`src/rtl/uart_frame_rx_pkg.sv`:
```
// uart_frame_rx_pkg: sync byte, one-hot state encodings and error codes shared
// by the UART deframer and the downstream command decoder.
package uart_frame_rx_pkg;

  localparam logic [7:0] SYNC_BYTE = 8'hA5;

  typedef enum logic [4:0] {
    ST_HUNT    = 5'b00001,
    ST_LEN     = 5'b00010,
    ST_PAYLOAD = 5'b00100,
    ST_CHECK   = 5'b01000,
    ST_SEND    = 5'b10000
  } state_t;

  localparam logic [1:0] ERR_BAD_LEN  = 2'd0;
  localparam logic [1:0] ERR_CHECKSUM = 2'd1;
  localparam logic [1:0] ERR_TIMEOUT  = 2'd2;
  localparam logic [1:0] ERR_OVERRUN  = 2'd3;

  // A zero length or one that cannot fit the payload buffer rejects the frame.
  function automatic logic len_invalid(input logic [7:0] len_byte,
                                       input logic [7:0] max_len);
    return (len_byte == 8'h00) || (len_byte > max_len);
  endfunction

endpackage

```
`src/rtl/uart_frame_rx_frame_buf.sv`:
```
// frame_buf: payload store for the deframer, simple dual-port with synchronous
// write and an enabled, resettable registered read port.
module frame_buf #(
  parameter int DEPTH = 16,
  parameter int AW    = 4
) (
  input  logic          clock,
  input  logic          reset,
  input  logic          wr_en,
  input  logic [AW-1:0] wr_addr,
  input  logic [7:0]    wr_data,
  input  logic          rd_en,
  input  logic [AW-1:0] rd_addr,
  output logic [7:0]    rd_data
);

  logic [7:0] mem [DEPTH];

  always_ff @(posedge clock) begin
    if (wr_en) begin
      mem[wr_addr] <= wr_data;
    end
  end

  // The read register doubles as the deframer's byte output, so it holds
  // whenever no read is issued and clears on reset.
  always_ff @(posedge clock) begin
    if (reset) begin
      rd_data <= 8'h00;
    end else if (rd_en) begin
      rd_data <= mem[rd_addr];
    end
  end

endmodule

```
`src/rtl/uart_frame_rx.sv`:
```
// uart_frame_rx: sync-hunting, length-prefixed deframer that replays payloads
// on a valid/ready stream. Define UART_FRAME_CHECKSUM_EN to expect a CHK byte.
module uart_frame_rx
  import uart_frame_rx_pkg::*;
#(
  parameter int MAX_LEN        = 16,
  parameter int TIMEOUT_CLOCKS = 1000
) (
  input  logic       clock,
  input  logic       reset,
  input  logic [7:0] data_i,
  input  logic       valid_i,
  output logic [7:0] byte_o,
  output logic       byte_valid_o,
  output logic       byte_last_o,
  input  logic       byte_ready_i,
  output logic       frame_ok_o,
  output logic       err_o,
  output logic [1:0] err_code_o
);

  localparam int IW = (MAX_LEN > 1) ? $clog2(MAX_LEN) : 1;
  localparam int TW = $clog2(TIMEOUT_CLOCKS + 1);
  localparam logic [TW-1:0] TIMEOUT_LOAD = TW'(TIMEOUT_CLOCKS);
  localparam logic [7:0]    MAX_LEN_B    = 8'(MAX_LEN);

  state_t        state;
  logic [7:0]    len;
  logic [IW-1:0] wr_idx;
  logic [IW-1:0] rd_idx;
  logic          rd_done;
  logic [TW-1:0] timer;
`ifdef UART_FRAME_CHECKSUM_EN
  logic [7:0]    sum;
`endif

  logic wr_en;
  logic rd_en;
  logic send_adv;
  logic last_wr;
  logic last_rd;
  logic timer_active;
  logic timeout_hit;

  // The output slot can take a new byte when empty or when its byte transfers;
  // every such cycle reads the next entry ahead so replay has no bubbles.
  assign send_adv     = !byte_valid_o || byte_ready_i;
  assign wr_en        = (state == ST_PAYLOAD) && valid_i;
  assign rd_en        = (state == ST_SEND) && send_adv && !rd_done;
  assign last_wr      = (8'(wr_idx) == len - 8'd1);
  assign last_rd      = (8'(rd_idx) == len - 8'd1);
  assign timer_active = (state == ST_LEN) || (state == ST_PAYLOAD) || (state == ST_CHECK);
  assign timeout_hit  = timer_active && !valid_i && (timer == TW'(1));

  frame_buf #(
    .DEPTH (MAX_LEN),
    .AW    (IW)
  ) u_frame_buf (
    .clock   (clock),
    .reset   (reset),
    .wr_en   (wr_en),
    .wr_addr (wr_idx),
    .wr_data (data_i),
    .rd_en   (rd_en),
    .rd_addr (rd_idx),
    .rd_data (byte_o)
  );

  always_ff @(posedge clock) begin
    if (reset) begin
      state        <= ST_HUNT;
      len          <= 8'h00;
      wr_idx       <= '0;
      rd_idx       <= '0;
      rd_done      <= 1'b0;
      timer        <= TIMEOUT_LOAD;
`ifdef UART_FRAME_CHECKSUM_EN
      sum          <= 8'h00;
`endif
      byte_valid_o <= 1'b0;
      byte_last_o  <= 1'b0;
      frame_ok_o   <= 1'b0;
      err_o        <= 1'b0;
      err_code_o   <= ERR_BAD_LEN;
    end else begin
      frame_ok_o <= 1'b0;
      err_o      <= 1'b0;

      // An arriving byte always reloads, so it wins over a same-cycle expiry.
      if (valid_i) begin
        timer <= TIMEOUT_LOAD;
      end else if (timer_active) begin
        timer <= timer - TW'(1);
      end

      if (timeout_hit) begin
        state      <= ST_HUNT;
        err_o      <= 1'b1;
        err_code_o <= ERR_TIMEOUT;
      end else begin
        unique case (state)
          ST_HUNT: begin
            if (valid_i && (data_i == SYNC_BYTE)) begin
              state <= ST_LEN;
            end
          end

          ST_LEN: begin
            if (valid_i) begin
              if (len_invalid(data_i, MAX_LEN_B)) begin
                state      <= ST_HUNT;
                err_o      <= 1'b1;
                err_code_o <= ERR_BAD_LEN;
              end else begin
                len    <= data_i;
                wr_idx <= '0;
`ifdef UART_FRAME_CHECKSUM_EN
                sum    <= data_i;
`endif
                state  <= ST_PAYLOAD;
              end
            end
          end

          ST_PAYLOAD: begin
            if (valid_i) begin
              wr_idx <= wr_idx + IW'(1);
`ifdef UART_FRAME_CHECKSUM_EN
              sum    <= sum + data_i;
              if (last_wr) begin
                state <= ST_CHECK;
              end
`else
              if (last_wr) begin
                state      <= ST_SEND;
                frame_ok_o <= 1'b1;
                rd_idx     <= '0;
                rd_done    <= 1'b0;
              end
`endif
            end
          end

          ST_CHECK: begin
`ifdef UART_FRAME_CHECKSUM_EN
            if (valid_i) begin
              if (8'(sum + data_i) == 8'h00) begin
                state      <= ST_SEND;
                frame_ok_o <= 1'b1;
                rd_idx     <= '0;
                rd_done    <= 1'b0;
              end else begin
                state      <= ST_HUNT;
                err_o      <= 1'b1;
                err_code_o <= ERR_CHECKSUM;
              end
            end
`else
            state <= ST_HUNT;
`endif
          end

          ST_SEND: begin
            // Bytes cannot be back-pressured upstream, so they are dropped.
            if (valid_i) begin
              err_o      <= 1'b1;
              err_code_o <= ERR_OVERRUN;
            end
            if (send_adv) begin
              if (!rd_done) begin
                byte_valid_o <= 1'b1;
                byte_last_o  <= last_rd;
                if (last_rd) begin
                  rd_done <= 1'b1;
                end else begin
                  rd_idx <= rd_idx + IW'(1);
                end
              end else begin
                byte_valid_o <= 1'b0;
                byte_last_o  <= 1'b0;
                state        <= ST_HUNT;
              end
            end
          end

          default: begin
            state <= ST_HUNT;
          end
        endcase
      end
    end
  end

endmodule

```
`config.mk`:
```
export PLATFORM = sky130hd
export DESIGN_NAME = uart_frame_rx
export DESIGN_NICKNAME = d
export VERILOG_FILES = /design/src/rtl/uart_frame_rx_pkg.sv /design/src/rtl/uart_frame_rx_frame_buf.sv /design/src/rtl/uart_frame_rx.sv
export SDC_FILE = /design/constraint.sdc
export NUM_CORES = 1
export LEC_CHECK = 0
export CAP_MARGIN = 30
export CORE_MARGIN = 1.5
export CORE_UTILIZATION = 60
export DETAILED_ROUTE_END_ITERATION = 10
export PLACE_DENSITY_LB_ADDON = 0.05
export SLEW_MARGIN = 20
export SYNTH_ARGS = -nofsm -noshare
export SYNTH_HDL_FRONTEND = slang
export SYNTH_HIERARCHICAL = 1
export SYNTH_SLANG_ARGS = --single-unit
```
`constraint.sdc`:
```
create_clock -name clock -period 8.05 [get_ports clock]
set_clock_uncertainty 0.15 [all_clocks]
set_input_delay 0.805 -clock clock [delete_from_list [all_inputs] [get_ports clock]]
set_output_delay 0.805 -clock clock [all_outputs]
set_load 0.03 [all_outputs]
```
**Yosys cells after proc, flatten, opt, wreduce, memory -nomap -nowiden**

Memory sizes are Yosys's and may differ from the RTL's. A register that Yosys moved wholly into a read port is not among the register bits.
Index checks and enable logic that the tools add are counted.

- Output and inout bits: 14
- Memories kept: 1
- Logic and storage cells: 113
- Input port bits: 12
- Bits in registers: 38
- Bits in writable memories: 128

- Muxes and demuxes: 39
- Reductions and logical operators: 29
- Bitwise gates (word level): 4
- Order comparisons: 1
- Add/subtract/negate cells: 4
- Equality and inequality tests: 23

Memory list:

| memory | depth | width | rd ports | clocked after memory_dff | wr ports | RTL line | source |
|---|---|---|---|---|---|---|---|
| u_frame_buf.mem | 16 | 8 | 1 | 1 | 1 | uart_frame_rx_frame_buf.sv:17 | `logic [7:0] mem [DEPTH];` |

Operator list:

| operator | count |
|---|---|
| 2-to-1 mux 4 bit | 8 |
| 2-to-1 mux 5 bit | 6 |
| inequality test 2 bit, second input constant | 10 |
| case mux 5 bit (4 select lines) | 1 |
| == test 4 x 8 -> 1 bit | 2 |
| case mux 4 bit (2 select lines) | 2 |
| 2-to-1 mux 1 bit | 14 |
| AND reduction 4 bit | 3 |
| == test 10 x 1 -> 1 bit, second input constant | 1 |
| AND reduction 5 bit | 2 |
| subtractor 10 x 1 -> 10 bit, second input constant | 1 |
| adder 4 x 1 -> 4 bit, second input constant | 2 |
| == test 8 bit, second input constant | 1 |
| greater-than comparator 8 x 5 -> 1 bit, second input constant | 1 |
| logical NOT 8 bit | 1 |
| 2-to-1 mux 2 bit | 4 |
| subtractor 8 x 1 -> 8 bit, second input constant | 1 |
| AND reduction 7 bit | 1 |
| logical AND 1 bit | 6 |
| inequality test 3 bit, second input constant | 2 |
| AND reduction 6 bit | 1 |
| nonzero test 2 bit | 3 |
| == test 5 x 1 -> 1 bit, second input constant | 1 |
| == test 5 x 2 -> 1 bit, second input constant | 1 |
| other kinds (15) | 25 |

**Logic depth before layout (Yosys ltp)**

Gate-level depths: netlist of the first run.

- Depth in word-level cells: 7
- Mapped depth: 9
- Gate-level depth less buffers: 8

**Hierarchy**

Netlist of the first run, hierarchy kept.

By module, submodules not included:

| module | times used | cells each | area each (um2) | seq. area each (um2) |
|---|---|---|---|---|
| frame_buf | 1 | 316 | 5343.9 | 4003.8 |
| uart_frame_rx | 1 | 212 | 1961.9 | 740.7 |

**Least setup slack after synthesis of the first run**

No wires, ideal clock.

- Path kind: flip-flop to flip-flop
- From: register state[2]
- To: memory u_frame_buf.mem[0][0], enable pin
- Path slack: 5.186 ns
- Setup time: 0.383 ns
- Data required time: 7.517 ns
- Period minus slack after synthesis: 2.864 ns
- Cell stages (with the launch flop): 6
- Buffers on the path: 0
- Data arrival time: 2.330 ns
- Cells stage by stage: dfxtp_1 nor4b_2 inv_1 nor2_1 or3b_2 nor3_1

- Longest elaborated chain between the ends: 4

RTL lines:

| what | RTL line | source |
|---|---|---|
| start: declaration | uart_frame_rx.sv:27 | `state_t state;` |
| start signal: assignment | uart_frame_rx.sv:71 | `state <= ST_HUNT;` |
| start signal: assignment | uart_frame_rx.sv:97 | `state <= ST_HUNT;` |
| start signal: assignment | uart_frame_rx.sv:104 | `state <= ST_LEN;` |
| == test 5 x 3 -> 1 bit | uart_frame_rx.sv:48 | `assign wr_en = (state == ST_PAYLOAD) && valid_i;` |
| logical AND 1 bit | uart_frame_rx.sv:48 |  |
| via wr_en | uart_frame_rx.sv:37 | `logic wr_en;` |
| 2-to-1 mux 1 bit | uart_frame_rx_frame_buf.sv:20 | `if (wr_en) begin` |
| 2-to-1 mux 1 bit (implied by the code) | uart_frame_rx_frame_buf.sv:21 | `mem[wr_addr] <= wr_data;` |
| end: declaration | uart_frame_rx_frame_buf.sv:17 |  |

The timed path passes the listed nets, and every way through them passes these cells.

**Worst setup path in the final report of the first run**

- From: input port valid_i
- To: memory u_frame_buf.mem[1][5], enable pin

- Longest elaborated chain between the ends: 3

RTL lines:

| what | RTL line | source |
|---|---|---|
| start: declaration | uart_frame_rx.sv:12 | `input logic valid_i,` |
| logical AND 1 bit | uart_frame_rx.sv:48 |  |
| via wr_en | uart_frame_rx.sv:37 |  |
| 2-to-1 mux 1 bit | uart_frame_rx_frame_buf.sv:20 |  |
| 2-to-1 mux 1 bit (implied by the code) | uart_frame_rx_frame_buf.sv:21 |  |

The timed path passes the listed nets, and every way through them passes these cells.

==> results of run 1 <==
-- power by group --
group / total (mW) / internal, mW / switching [mW] / leakage [nW]
Sequential: 0.975 / 0.962 / 0.0134 / 1.51
Clock: 0.922 / 0.590 / 0.332 / 0.315
Combinational: 0.0766 / 0.0289 / 0.0477 / 0.815
Total: 1.97 / 1.58 / 0.393 / 2.64
-- synth_stat cells (2+ instances only) --
cell type / n / area (µm²)
or4_1: 3 / 22.5
clkbuf_1: 3 / 11.3
or2_2: 2 / 12.5
a22oi_1: 26 / 195
xnor2_1: 6 / 52.6
nor3_2: 2 / 20.0
nor2_1: 34 / 128
buf_2: 8 / 40.0
buf_6: 2 / 22.5
inv_1: 7 / 26.3
o21ai_0: 3 / 15.0
a21oi_1: 21 / 105
a31oi_1: 3 / 18.8
and2_1: 5 / 31.3
ha_1: 5 / 62.6
o211ai_1: 3 / 22.5
xor2_1: 12 / 105
nand2_1: 31 / 116
mux2i_1: 72 / 721
nor2b_1: 3 / 18.8
nand2b_1: 3 / 18.8
nand3_1: 39 / 195
a2111oi_4: 2 / 55.1
nor4b_1: 4 / 35.0
nand4_1: 2 / 12.5
buf_12: 2 / 40.0
edfxtp_1: 128 / 3840
xnor3_1: 2 / 45.0
nand3b_1: 4 / 30.0
buf_8: 3 / 45.0
nand2_2: 2 / 12.5
nor3_1: 13 / 65.1
dfxtp_1: 45 / 901
or3_1: 2 / 12.5
nor4_1: 5 / 31.3
-- cells in the final DEF (no fill, tap or decap), types with 4 or more instances in the layout --
cell type / netlist / final
ha_1: 5 / 5
dfxtp_1: 45 / 44
nand3_1: 39 / 39
buf_4: 0 / 7
bufinv_16: 0 / 6
xor2_1: 12 / 12
a22oi_1: 26 / 26
xnor2_1: 6 / 6
nand3b_1: 4 / 4
clkdlybuf4s50_1: 0 / 25
edfxtp_1: 128 / 128
clkinvlp_4: 0 / 5
and2_1: 5 / 5
nand2_1: 31 / 31
clkbuf_16: 0 / 17
nor4b_1: 4 / 4
a21oi_1: 21 / 21
inv_1: 7 / 7
nor4_1: 5 / 5
mux2i_1: 72 / 72
nor2_1: 34 / 34
nor3_1: 13 / 12
-- cell families (layout without fill, tap and decap cells) --
| logic type | after synthesis | count (layout) | share of synthesized area [%] |
|---|---|---|---|
| flops | 173 | 173 | 64.9 |
| simple gates | 166 | 166 | 12.2 |
| mux | 72 | 72 | 9.86 |
| compound gates | 64 | 64 | 6.32 |
| buf+inv | 27 | 77 | 2.77 |
| xor+xnor | 21 | 21 | 3.00 |
| fa+ha+maj | 5 | 5 | 0.856 |
-- worst max-delay path by stage --
stage	startpoint	to	slack, ps
6_report	valid_i	u_frame_buf/mem[1][5]	4610
5_1_grt	valid_i	u_frame_buf/mem[1][3]	4500
4_1_cts	valid_i	u_frame_buf/mem[0][3]	4410
3_5_place_dp	valid_i	u_frame_buf/mem[0][6]	4000
3_3_place_gp	valid_i	u_frame_buf/mem[0][3]	4190
2_1_floorplan	state[2]	u_frame_buf/mem[0][0]	5190
-- critical path: cells and delay by family --
kind                   cells  cell delay (ps)
AND/OR/NAND/NOR            3             1650
buffers and inverters      2              880
-- sequential cells by signal, summed over array words and instances (netlist names) --
signal               count
state                    4
u_frame_buf/rd_data      8
rd_idx                   4
err_o                    1
rd_done                  1
u_frame_buf/mem        128
byte_valid_o             1
frame_ok_o               1
len                      8
timer                   10
err_code_o               2
wr_idx                   4
byte_last_o              1
-- routing by layer --
layer  vias to the layer above  GRT usage (%)  share of wire (%)
met3                        20           4.50                5.8
met2                       154           40.0                 49
met4                         0           9.25                1.5
li1                       2078              -                  -
met5                         -              0                  0
met1                      2134           33.5                 44
-- cell type report --
type / instances / area (µm²)
fill: 810 / 3590
sequential: 173 / 4750
clock inverter: 14 / 240
inverter: 8 / 35.0
clock buffer: 18 / 439
multi-input combinational: 328 / 2360
timing repair buffer: 37 / 357
tap: 147 / 184
==> metrics.md, run 1 <==
| Metric | Value |
|---|---|
| Post-CTS Resized | `0` |
| Hold WS | `between 300 and 400 ps` |
| PwrDens | `236 nW/µm²` |
| Final Util | `around 70%` |
| Total number of vias | `roughly 4400` |
| Synth unique cells | `56` |
| Syn Nets | `around 550` |
| Initial antenna violation count | `0` |
| Max incr delay on CP | `~730 ps` |
| R2r startpoint | `state[2]` |
| Die H | `113 µm` |
| Hold worst-path end | `u_frame_buf/rd_data[5]` |
| Worst hold path startpoint | `u_frame_buf/rd_data[5]` |
| R2r setup slk | `~4800 ps` |
| Global Route Usage Sum | `24.6%` |
| Peak VDD IR | `approximately 0.16 mV` |
| CP max stage cell | `clkdlybuf4s50_1` |
| Buffers added on ports | `25` |
| Post-synth ARST share | `0%` |
| Finished Cell Area | `roughly 8400 µm²` |
| Final net count | `582` |
| Worst EP arrival | `between 3000 and 4000 ps` |
| Root Buffer | `clkbuf_16` |
| RSZ-0062 raised after global routing | `no` |
| Final Non-Filler Cells | `approximately 730` |
| Share of layout cells above drive strength 1 | `11.4%` |
| Die footprint | `roughly 13000 µm²` |
| Primary FF master, synth | `edfxtp_1` |
| CP dominant cell by count | `nor2_1` |
| Starting Density | `61.1%` |
| Total power | `about 2.0 mW` |
| WP data required | `7950 ps` |
| Post-synthesis instance total | `roughly 530` |
| Cts bufs inserted | `17` |
| Via/cell ratio | `around 6.0` |
| Global route overflow | `0` |
| Worst slack, placed | `~4000 ps` |
| WL final | `about 15 mm` |
| Cells on worst reg2reg path | `5` |
| Final setup TNS | `0 ps` |
| Clock Latency Late Sink | `420 ps` |
| Startpoint types | `primary input` |
| First-pass GRT wire length | `roughly 23 mm` |
| CP Class | `in2reg` |
| Antenna viol nets, final | `0` |
| Clk sinks | `~170` |
| # IOs | `26` |
| Hold Fails Final Rpt | `0` |
| Max Root-Sink Buffers | `2` |
| Clk slew on worst S/H paths | `~60 ps` |
| Drt wl/cell | `between 20 and 25 µm` |
| DP HPWL | `approximately 9.3 mm` |
| Antenna cell count | `0` |
| Iteration-0 DRC Markers | `approximately 320` |
| Area after DPL | `7670 µm²` |
| Maxcap violations | `0` |
| Worst Path Max Fanout | `13` |
| Hold buffers post-CTS | `0` |
| Clock tree from TritonCTS | `built` |
| Die X | `113 µm` |
| Rel. slew slack | `38.5%` |
| Status | `finished clean` |
| Post CTS Setup Buffer Count | `0` |
| Lkg Pwr | `2.64 nW` |
| CP endpoint kind | `register` |
| Final period util | `between 40% and 50%` |
| Post-synth EDFFs | `~130` |
| Yosys reg bits | `173` |
| Worst slew pin tran | `919 ps` |
| Drt drc | `0` |
| H-tree depth | `4` |
| Post-route setup slack | `4610 ps` |
| Reg2reg end | `u_frame_buf/mem[1][5]` |
| Hold Path Class | `reg2reg` |
| Post-synthesis sequential area ratio | `64.9%` |
| Placed insts | `approximately 690` |
| Synth Cell Area | `between 7000 and 8000 µm²` |
| Mean Syn Cell Area | `roughly 14 µm²` |
| Fmax achieved | `between 200 and 300 MHz` |
| Final Max Tran Viols | `0` |
| Hold path depth | `2` |
| Syn. warnings | `6` |
| Tmin final | `approximately 3400 ps` |
| # setup viols final | `0` |
| CP Cell Sequence | `clkdlybuf4s50_1 > inv_1 > nor2_1 > or3b_2 > nor2_1` |
| First drt pass iteration count | `5` |
| Area growth from synthesis to layout | `14.5%` |
| Number of global-route vias before repair | `roughly 4300` |
| FP Rows | `40` |
| Pin count of the biggest net entering global routing | `46` |
| GP Congestion | `0.822` |
| Core Region | `between 10000 and 15000 µm²` |
Power figures use the tool's default switching activity.
==> run 2: changes to the inputs <==
--- a/config.mk
+++ b/config.mk
@@ -7,7 +7,7 @@
 export LEC_CHECK = 0
 export CAP_MARGIN = 30
 export CORE_MARGIN = 1.5
-export CORE_UTILIZATION = 60
+export CORE_UTILIZATION = 55
 export DETAILED_ROUTE_END_ITERATION = 10
 export PLACE_DENSITY_LB_ADDON = 0.05
 export SLEW_MARGIN = 20
==> constraint.sdc (replaced) <==
create_clock -name clock -period 3.15 [get_ports clock]
set_clock_uncertainty 0.15 [all_clocks]
set_input_delay 0.315 -clock clock [delete_from_list [all_inputs] [get_ports clock]]
set_output_delay 0.315 -clock clock [all_outputs]
set_load 0.03 [all_outputs]
==> run 2 against run 1 <==
Total power rose to 2.5 times the previous value. Largest power group unchanged. Via count rose by 2.5%. Utilization fell by 3.0 points. Design area rose by 2.2%. Non-clock buffer count rose by 25. Sequential power rose to 2.6 times the previous value. Setup slack got worse by 4100 ps.
==> metrics.md, run 2 (same netlist as run 1, synthesis figures left out) <==
| Metric | Value |
|---|---|
| Status | `finished clean` |
| WP buf/inv | `1` |
| Area growth from synthesis to layout | `17.1%` |
| Clk slew on worst S/H paths | `about 60 ps` |
| Clk sinks | `between 150 and 200` |
| Starting Density | `~57%` |
| Antenna viol nets, final | `0` |
| CP endpoint kind | `register` |
| Core Region | `roughly 13000 µm²` |
| CP Depth | `8` |
| Cells on worst reg2reg path | `8` |
| First-pass GRT wire length | `roughly 25 mm` |
| Worst Path Max Fanout | `7` |
| Die footprint | `~14000 µm²` |
| Buffers added on ports | `25` |
| Initial antenna violation count | `0` |
| Startpoint types | `register` |
| Post CTS Setup Buffer Count | `0` |
| Final Non-Filler Cells | `a little under 800` |
| Clock Latency Late Sink | `around 420 ps` |
| CP max stage cell | `dfxtp_1` |
| Final setup TNS | `0 ps` |
| Worst EP arrival | `roughly 2900 ps` |
| DP HPWL | `slightly above 10 mm` |
| R2r startpoint | `len[0]` |
| Peak VDD IR | `roughly 0.36 mV` |
| Cts bufs inserted | `17` |
| Cell internal pwr | `around 4.0 mW` |
| Worst slew pin tran | `894 ps` |
| Maxcap violations | `0` |
| Final Max Tran Viols | `0` |
| Commonest non-fill, non-tap cell in the layout | `edfxtp_1` |
| CP Cell Sequence | `inv_1 > ha_1 > and3b_1 > a22oi_1 > a2111oi_4 > nand2b_4 > or4_1 > a31oi_1` |
| Leading cell types in the layout, fill and taps excluded | `edfxtp_1 (128), mux2i_1 (72), dfxtp_1 (44), nand3_1 (39), buf_4 (37)` |
| Fmax achieved | `377 MHz` |
| Sw frac | `a little under 20%` |
| WP data required | `between 3000 and 4000 ps` |
| CP Class | `reg2reg` |
| Max incr delay on CP | `470 ps` |
| Tmin final | `2650 ps` |
| # fillers | `944` |
| Total number of vias | `approximately 4500` |
| Sequential cell area | `around 4700 µm²` |
| Register share of total power | `roughly half` |
| Crit. Startpoint | `len[0]` |
| Lkg Pwr | `~2.8 nW` |
| Max Root-Sink Buffers | `2` |
| Final period util | `around 84%` |
| Combinational power share | `4.1%` |
| CP top delay family | `simple AND/OR/NAND/NOR gates` |
| # setup viols final | `0` |
| Worst hold path startpoint | `len[7]` |
| Largest Register | `u_frame_buf/mem` |
| Global route overflow | `0` |
| Drt wl/cell | `between 20 and 25 µm` |
| Clock tree from TritonCTS | `built` |
| Via/cell ratio | `5.80` |
| Antenna cell count | `0` |
| R2r setup slk | `500 ps` |
| Max reg flops | `between 100 and 150` |
| Hold buffers post-CTS | `0` |
| Global Route Usage Sum | `24.0%` |
| WL final | `15.8 mm` |
| Post-CTS Resized | `0` |
| NetSw | `approximately 980 µW` |
| Rel. slew slack | `40.4%` |
| RSZ-0062 raised after global routing | `no` |
| Share of total power in the clock network | `around 46%` |
| Multi-input logic area | `about 2400 µm²` |
| Hold path depth | `1` |
| Root Buffer | `clkbuf_16` |
| Pin count of the biggest net entering global routing | `36` |
| Placed insts | `743` |
| Hold Path Class | `reg2reg` |
| FP Rows | `41` |
| Die H | `about 120 µm` |
| Hold Fails Final Rpt | `0` |
| Number of global-route vias before repair | `around 4500` |
| Iteration-0 DRC Markers | `365` |
| H-tree depth | `4` |
| Share of layout cells above drive strength 1 | `approximately 15%` |
| Top flop regs | `u_frame_buf/mem: 128 flops, timer: 10 flops` |
| First drt pass iteration count | `5` |
| Final net count | `607` |
| GP Congestion | `0.876` |
| # IOs | `26` |
| PwrDens | `a little under 600 nW/µm²` |
| Die X | `118 µm` |
| Drt drc | `0` |
## run 2: changes by cell type in the layout (fill, tap and decap cells not counted)
cell        delta
nor3_2         -1
buf_16         -1
inv_6          -1
buf_2          -3
buf_6          -1
bufinv_16      -1
buf_4         +30
clkinv_2       +1
nor3_1         +1
clkbuf_8       +3
clkbuf_1       +1
clkinvlp_4     -3
## run 2: final timing paths
| check | end |
|---|---|
| max | rd_idx[3] |
| min | len[7] |
| max reg2reg | rd_idx[3] |
| min reg2reg | len[7] |
## run 2: worst reg2reg max path, stage by stage, from the launching register on
cell       delay (ps)
dfxtp_1           470
inv_1              80
ha_1              280
and3b_1           200
a22oi_1           430
a2111oi_4         160
nand2b_4          200
or4_1             460
a31oi_1           160
## run 2: final cells by class
class | count | share of cell area (%)
clock buffers | 22 | 5.66
clock inverters | 10 | 2.15
inverters | 8 | 0.410
multi-input cells | 328 | 27.6
flip-flops and latches | 173 | 55.5
well taps | 172 | 2.52
repair buffers | 62 | 6.17
## run 2: power by group through the flow
stage	clock (mW)	sequential, mW	combinational, mW
2_1_floorplan	0	2.54	0.117
3_3_place_gp	0	2.54	0.199
3_5_place_dp	0	2.54	0.202
4_1_cts	2.34	2.49	0.205
5_1_grt	2.44	2.49	0.221
6_report	2.32	2.49	0.204
## run 2: metal layers
| metal | track usage, % | vias to the layer above | part of all wire [%] |
|---|---|---|---|
| met2 | 38.9 | 107 | 50 |
| met5 | 0 | - | 0 |
| met3 | 3.96 | 26 | 3.7 |
| met4 | 10.9 | 0 | 2.2 |
| li1 | - | 2132 | - |
| met1 | 31.9 | 2232 | 44 |
## run 2: metrics by stage
stage	utilization [%]	setup slack, ps	area (µm²)	total power [mW]	hold WS, ps
after floorplan	-	286	7310	2.65	248
after global placement	61.7	447	7890	2.74	285
after detailed placement	61.7	417	7890	2.74	296
after CTS	67.0	505	8550	5.04	310
after global routing	67.0	329	8550	5.15	340
final	67.0	499	8550	5.01	308
